[src/rtl/bcd_7seg_scanner.sv]
// bcd_7seg_scanner: time-multiplexed driver for a 4-digit common-anode
// seven-segment display, fed with packed BCD digits.
//
// Ports:
//   clk        rising-edge clock
//   rst_n      asynchronous active-low reset
//   bcd_in     {d3,d2,d1,d0} BCD digits, d3 is the most significant digit
//   load       capture bcd_in into the shadow register this cycle
//   seg        {g,f,e,d,c,b,a}, active-low segment drive
//   an         digit anodes, active-low; an[i] drives digit i
//   digit_idx  index of the digit currently being driven
//   bad_digit  high while the driven digit holds a nibble greater than 9
//
// Each digit is driven for REFRESH_CNT cycles, followed by one all-off
// blanking cycle so the previous digit cannot ghost onto the next anode.
// All outputs are registered and lag the scan state by one cycle.
//
// Optional build macro: LEADING_ZERO_BLANK_EN
//   When defined, digits above the most significant non-zero digit are
//   shown blank (digit 0 is always shown). When undefined, every digit
//   is decoded.

module bcd_7seg_scanner #(
  parameter int REFRESH_CNT = 50000,
  parameter int DIV_W       = 16
) (
  input  logic        clk,
  input  logic        rst_n,
  input  logic [15:0] bcd_in,
  input  logic        load,
  output logic [6:0]  seg,
  output logic [3:0]  an,
  output logic [1:0]  digit_idx,
  output logic        bad_digit
);

  typedef enum logic {
    BLANK = 1'b0,
    DRIVE = 1'b1
  } state_t;

  localparam logic [DIV_W-1:0] TC =
    DIV_W'(REFRESH_CNT - 1);

  localparam logic [6:0] SEG_OFF  = 7'h7F;
  localparam logic [6:0] SEG_DASH = 7'h3F;
  localparam logic [3:0] AN_OFF   = 4'hF;

  state_t           state;
  state_t           state_nxt;
  logic [DIV_W-1:0] presc;
  logic [DIV_W-1:0] presc_nxt;
  logic [1:0]       ptr;
  logic [1:0]       ptr_nxt;
  logic [3:0][3:0]  shadow;

  logic [6:0]       seg_nxt;
  logic [3:0]       an_nxt;
  logic [1:0]       idx_nxt;
  logic             bad_nxt;

  logic [3:0]       nib;
  logic [6:0]       nib_seg;
  logic             nib_bad;
  logic             tc;
  logic             lz_blank;

  function automatic logic [6:0] decode(
    input logic [3:0] d
  );
    logic [6:0] s;
    s = SEG_DASH;
    case (d)
      4'd0: s = 7'h40;
      4'd1: s = 7'h79;
      4'd2: s = 7'h24;
      4'd3: s = 7'h30;
      4'd4: s = 7'h19;
      4'd5: s = 7'h12;
      4'd6: s = 7'h02;
      4'd7: s = 7'h78;
      4'd8: s = 7'h00;
      4'd9: s = 7'h10;
      default: s = SEG_DASH;
    endcase
    return s;
  endfunction

  always_ff @(posedge clk or negedge rst_n) begin
    if (!rst_n) begin
      shadow <= '0;
    end else if (load) begin
      shadow <= bcd_in;
    end
  end

  assign nib     = shadow[ptr];
  assign nib_seg = decode(nib);
  assign nib_bad = (nib > 4'd9);
  assign tc      = (presc == TC);

`ifdef LEADING_ZERO_BLANK_EN
  // zero_from[i]: every shadow digit at position i and above is zero.
  logic [3:0] zero_from;

  always_comb begin
    zero_from[3] = (shadow[3] == 4'd0);
    zero_from[2] = zero_from[3] &&
                   (shadow[2] == 4'd0);
    zero_from[1] = zero_from[2] &&
                   (shadow[1] == 4'd0);
    zero_from[0] = zero_from[1] &&
                   (shadow[0] == 4'd0);
  end

  assign lz_blank = (ptr != 2'd0) &&
                    zero_from[ptr];
`else
  assign lz_blank = 1'b0;
`endif

  always_comb begin
    state_nxt = state;
    presc_nxt = presc;
    ptr_nxt   = ptr;
    seg_nxt   = SEG_OFF;
    an_nxt    = AN_OFF;
    idx_nxt   = ptr;
    bad_nxt   = 1'b0;

    unique case (state)
      BLANK: begin
        state_nxt = DRIVE;
        presc_nxt = '0;
      end
      DRIVE: begin
        an_nxt  = ~(4'b0001 << ptr);
        seg_nxt = lz_blank ? SEG_OFF
                           : nib_seg;
        bad_nxt = nib_bad;
        if (tc) begin
          presc_nxt = '0;
          ptr_nxt   = ptr + 2'd1;
          state_nxt = BLANK;
        end else begin
          presc_nxt = presc + 1'b1;
        end
      end
      default: begin
        state_nxt = BLANK;
        presc_nxt = '0;
      end
    endcase
  end

  always_ff @(posedge clk or negedge rst_n) begin
    if (!rst_n) begin
      state <= BLANK;
      presc <= '0;
      ptr   <= 2'd0;
    end else begin
      state <= state_nxt;
      presc <= presc_nxt;
      ptr   <= ptr_nxt;
    end
  end

  // Outputs are derived from the pre-edge scan state, so a load seen
  // at one edge reaches seg at the following edge.
  always_ff @(posedge clk or negedge rst_n) begin
    if (!rst_n) begin
      seg       <= SEG_OFF;
      an        <= AN_OFF;
      digit_idx <= 2'd0;
      bad_digit <= 1'b0;
    end else begin
      seg       <= seg_nxt;
      an        <= an_nxt;
      digit_idx <= idx_nxt;
      bad_digit <= bad_nxt;
    end
  end

endmodule
[config.mk]
export PLATFORM = sky130hd
export DESIGN_NAME = bcd_7seg_scanner
export DESIGN_NICKNAME = d
export VERILOG_FILES = /design/src/rtl/bcd_7seg_scanner.sv
export SDC_FILE = /design/constraint.sdc
export NUM_CORES = 1
export LEC_CHECK = 0
export ABC_CLOCK_PERIOD_IN_PS = 3550
export CAP_MARGIN = 10
export CELL_PAD_IN_SITES_DETAIL_PLACEMENT = 0
export CELL_PAD_IN_SITES_GLOBAL_PLACEMENT = 1
export CORE_UTILIZATION = 43
export DETAILED_ROUTE_END_ITERATION = 8
export GPL_ROUTABILITY_DRIVEN = 0
export PLACE_DENSITY_LB_ADDON = 0.3
export SLEW_MARGIN = 0
export SYNTH_ARGS = -nofsm -noshare
export SYNTH_HDL_FRONTEND = slang
export SYNTH_SLANG_ARGS = --single-unit
[constraint.sdc]
create_clock -name clk -period 3.55 [get_ports clk]
set_clock_uncertainty 0.15 [all_clocks]
set_input_delay 0.71 -clock clk [delete_from_list [all_inputs] [get_ports clk]]
set_output_delay 0.71 -clock clk [all_outputs]
set_load 0.01 [all_outputs]
==> out/metrics.cfg <==
[clock_tree]
cts_root_buf = clkbuf_8
clk_transition_reported_paths_ns = 0.09
ctsHoldBuffers = 0
clock_latency_ns = 0.30
cts_buffer_depth = 2
postCtsSetupBuffers = 0
clock_sinks = 49
cts_resized = 0
cts.htree.levels = 2
cts_tree = done
cts-buffers-inserted = 5

[sta]
rsz0062_at_grt = no
finalCritPeriodShare_pct = 68.1
max_clock_freq_ghz = 0.414
setup_violations = 0
max_slew_margin_pct = 32.8
tightest_slew_ns = 1.01
drv_slew = 0
fin_tns_setup_ns = 0
hold_viol_final = 0
fin_crit_ns = 2.42

[status]
outcome = finished, final reports clean

[die]
die_height_um = 74.4
core_area_sq_um = 4880
start_util_pct = 46.2
die_area_sq_um = 5530
die_w_um = 74.4
num_io_pins = 33
num_rows = 25

[setup_path]
path_common_cell = inv_1
cp-start-kind = flip-flop
arrival_ns = 2.49
cp_cell_sequence = mux4_1, inv_1, ha_1, inv_1, mux2_4, mux2i_1, nand2_1
rr_worst_depth = 7
r2r_setup_slack_ns = 1.13
critPathCaptureType = flip-flop
r2r_start = idx_nxt[0]
endpoint = seg[4]
crit_path_max_fanout = 9
critPathRequiredTime_ns = 3.62
cpPeakStageDelay_ns = 0.74
crit_type = reg2reg
r2r_end = seg[4]
critPathLaunch = idx_nxt[0]
worst_path_max_delay_cell = mux4_1

[run]
maxCapViolations = 0

[drt]
wl_per_cell_um = 13.7
antenna_left = 0
drt_iter0_drc = 115
drc = 0
vias = 1433
post_drt_via_cell_ratio = 5.05
first_pass_iters = 4
drt-total-wl_mm = 3.89

[yosys]
syn-cell-area_sq_um = 2250
synthArstFlopShare_pct = 100
synth.yosys.seq_area_share_pct = 55.0
syn_avg_cell_area_sq_um = 12.3
syn-num-nets = 213
synth_cell_type_count = 34
synth_edf_count = 0
ys.flop_type = dfrtp_1
synthCells = 183
yosys_warnings = 0
ys_ff_latch = 49

[global_route]
grtUsageTotal_pct = 16.2
grt_pass1_vias = 1459
grt_max_degree = 50
antenna_found_initial = 0
grt_pass1_wl_mm = 6.73
overflow = 0

[power]
p_sw_w = 0.000254
combPwrFrac_pct = 13.5
p_per_area_nw_per_um2 = 398
seqPwrFrac_pct = 57.0
clkPwrFrac_pct = 29.6
cellLeakagePower_nw = 1.16
vdd_drop_max_mv = 0.180
p_int_w = 0.000821
switching_share_pct = 23.6

[layout]
area_growth_syn_to_layout_pct = 19.9
antenna_cells = 0
regArea_sq_um = 1240
fin_nets = 246
multi_input_area_sq_um = 946
post-route-util_pct = 55.4
layout-drive-gt1-share_pct = 18.9
num-fill-cells = 435
stdcell_area_sq_um = 2700
fin_cells = 284

[placed_design]
dp_hpwl_mm = 2.83
port_buffers = 32
place_area_sq_um = 2620
place_inst = 276

[min_path]
hp-class = reg2reg

layout make-up:
| class | count | area share [%] |
|---|---|---|
| tap | 67 | 3.10 |
| timing repair buffer | 32 | 11.7 |
| clock inverter | 1 | 0.278 |
| sequential | 49 | 45.9 |
| clock buffer | 7 | 2.82 |
| inverter | 9 | 1.25 |
| multi-input combinational | 119 | 35.0 |
power groups by stage:
stage	Sequential [W]	Clock, W	Combinational, W
after floorplan	0.000628	0	0.0000687
after global placement	0.000623	0	0.000143
after detailed placement	0.000624	0	0.000147
after CTS	0.000613	0.000327	0.000148
after global routing	0.000617	0.000348	0.000161
final	0.000612	0.000318	0.000145
placed cells by master, fill, tap and decap left out:
master,n
nor2_1,15
or3_1,4
and4_1,2
dfrtp_1,38
xnor2_1,7
mux2i_1,3
nor4b_1,1
nor4_1,1
o21ai_1,1
and3_1,3
inv_1,9
o21a_2,1
buf_2,1
clkbuf_8,5
mux2_4,1
nor2_4,1
nand2_1,13
mux2_2,17
nor3_1,2
clkinvlp_4,1
o21ai_0,8
and2_1,1
a21oi_1,6
clkbuf_1,2
nor4bb_1,2
or2_0,1
nand3_1,5
xor2_1,4
ha_1,11
nand2b_2,1
nand4_1,4
dfstp_2,11
clkdlybuf4s50_1,31
mux4_2,2
mux4_1,2
how the worst min path moves through the flow:
stage | startpoint | to | slack [ns] | depth (start not counted)
6_report | presc[0] | presc[0] | 0.34 | 1
5_1_grt | shadow[5] | shadow[5] | 0.37 | 1
4_1_cts | presc[0] | presc[0] | 0.35 | 1
3_5_place_dp | presc[0] | presc[0] | 0.34 | 1
3_3_place_gp | presc[0] | presc[0] | 0.33 | 1
2_1_floorplan | rst_n | bad_digit | 0.26 | 0
critical path, delay by kind of cell (launching register included):
kind          cells  cell delay (ns)
simple gates      1             0.07
buf+inv           2             0.21
fa+ha+maj         1             0.20
mux               3             1.12
flops             1             0.59
per-layer routing:
metal  GRT usage, %  wire length, um
met1           22.6             1870
met2           24.4             1780
met3           4.34              207
met4           5.66               33
met5              0                0
sequential cells by signal (all words and copies together), names as in the netlist:
name       cells
state          1
shadow        16
idx_nxt        2
presc         16
an             4
seg            7
digit_idx      2
bad_digit      1
cell usage after synthesis, types with 4 or more instances:
cell / n / area [sq um]
ha_1: 11 / 138
xor2_1: 4 / 35.0
dfstp_2: 11 / 289
dfrtp_1: 38 / 951
inv_1: 9 / 33.8
mux2_2: 17 / 191
nand2_1: 13 / 48.8
a21oi_1: 6 / 30.0
o21ai_0: 8 / 40.0
xnor2_1: 7 / 61.3
nand3_1: 5 / 25.0
or3_1: 4 / 25.0
nor2_1: 15 / 56.3
nand4_1: 4 / 25.0
metrics by stage:
step / setup WS (ns) / total power [W] / hold slack [ns]
detailed placement: 1.13 / 0.000771 / 0.336
CTS: 1.10 / 0.00109 / 0.346
floorplan: 1.36 / 0.000697 / 0.264
finish: 1.13 / 0.00107 / 0.343
global route: 0.956 / 0.00113 / 0.375
global placement: 1.22 / 0.000765 / 0.325
kinds of logic (layout without fill, tap and decap cells):
logic type,after synthesis,count (layout),share of synthesized area (%)
AO/OA/AOI/OAI,16,16,3.72
buffers and inverters,15,49,3.00
XOR/XNOR,11,11,4.28
adder cells (fa/ha/maj),11,11,6.11
AND/OR/NAND/NOR,56,56,13.0
flip-flops,49,49,55.0
multiplexers,25,25,14.8
Note: power is estimated with default switching activity, not from simulation.
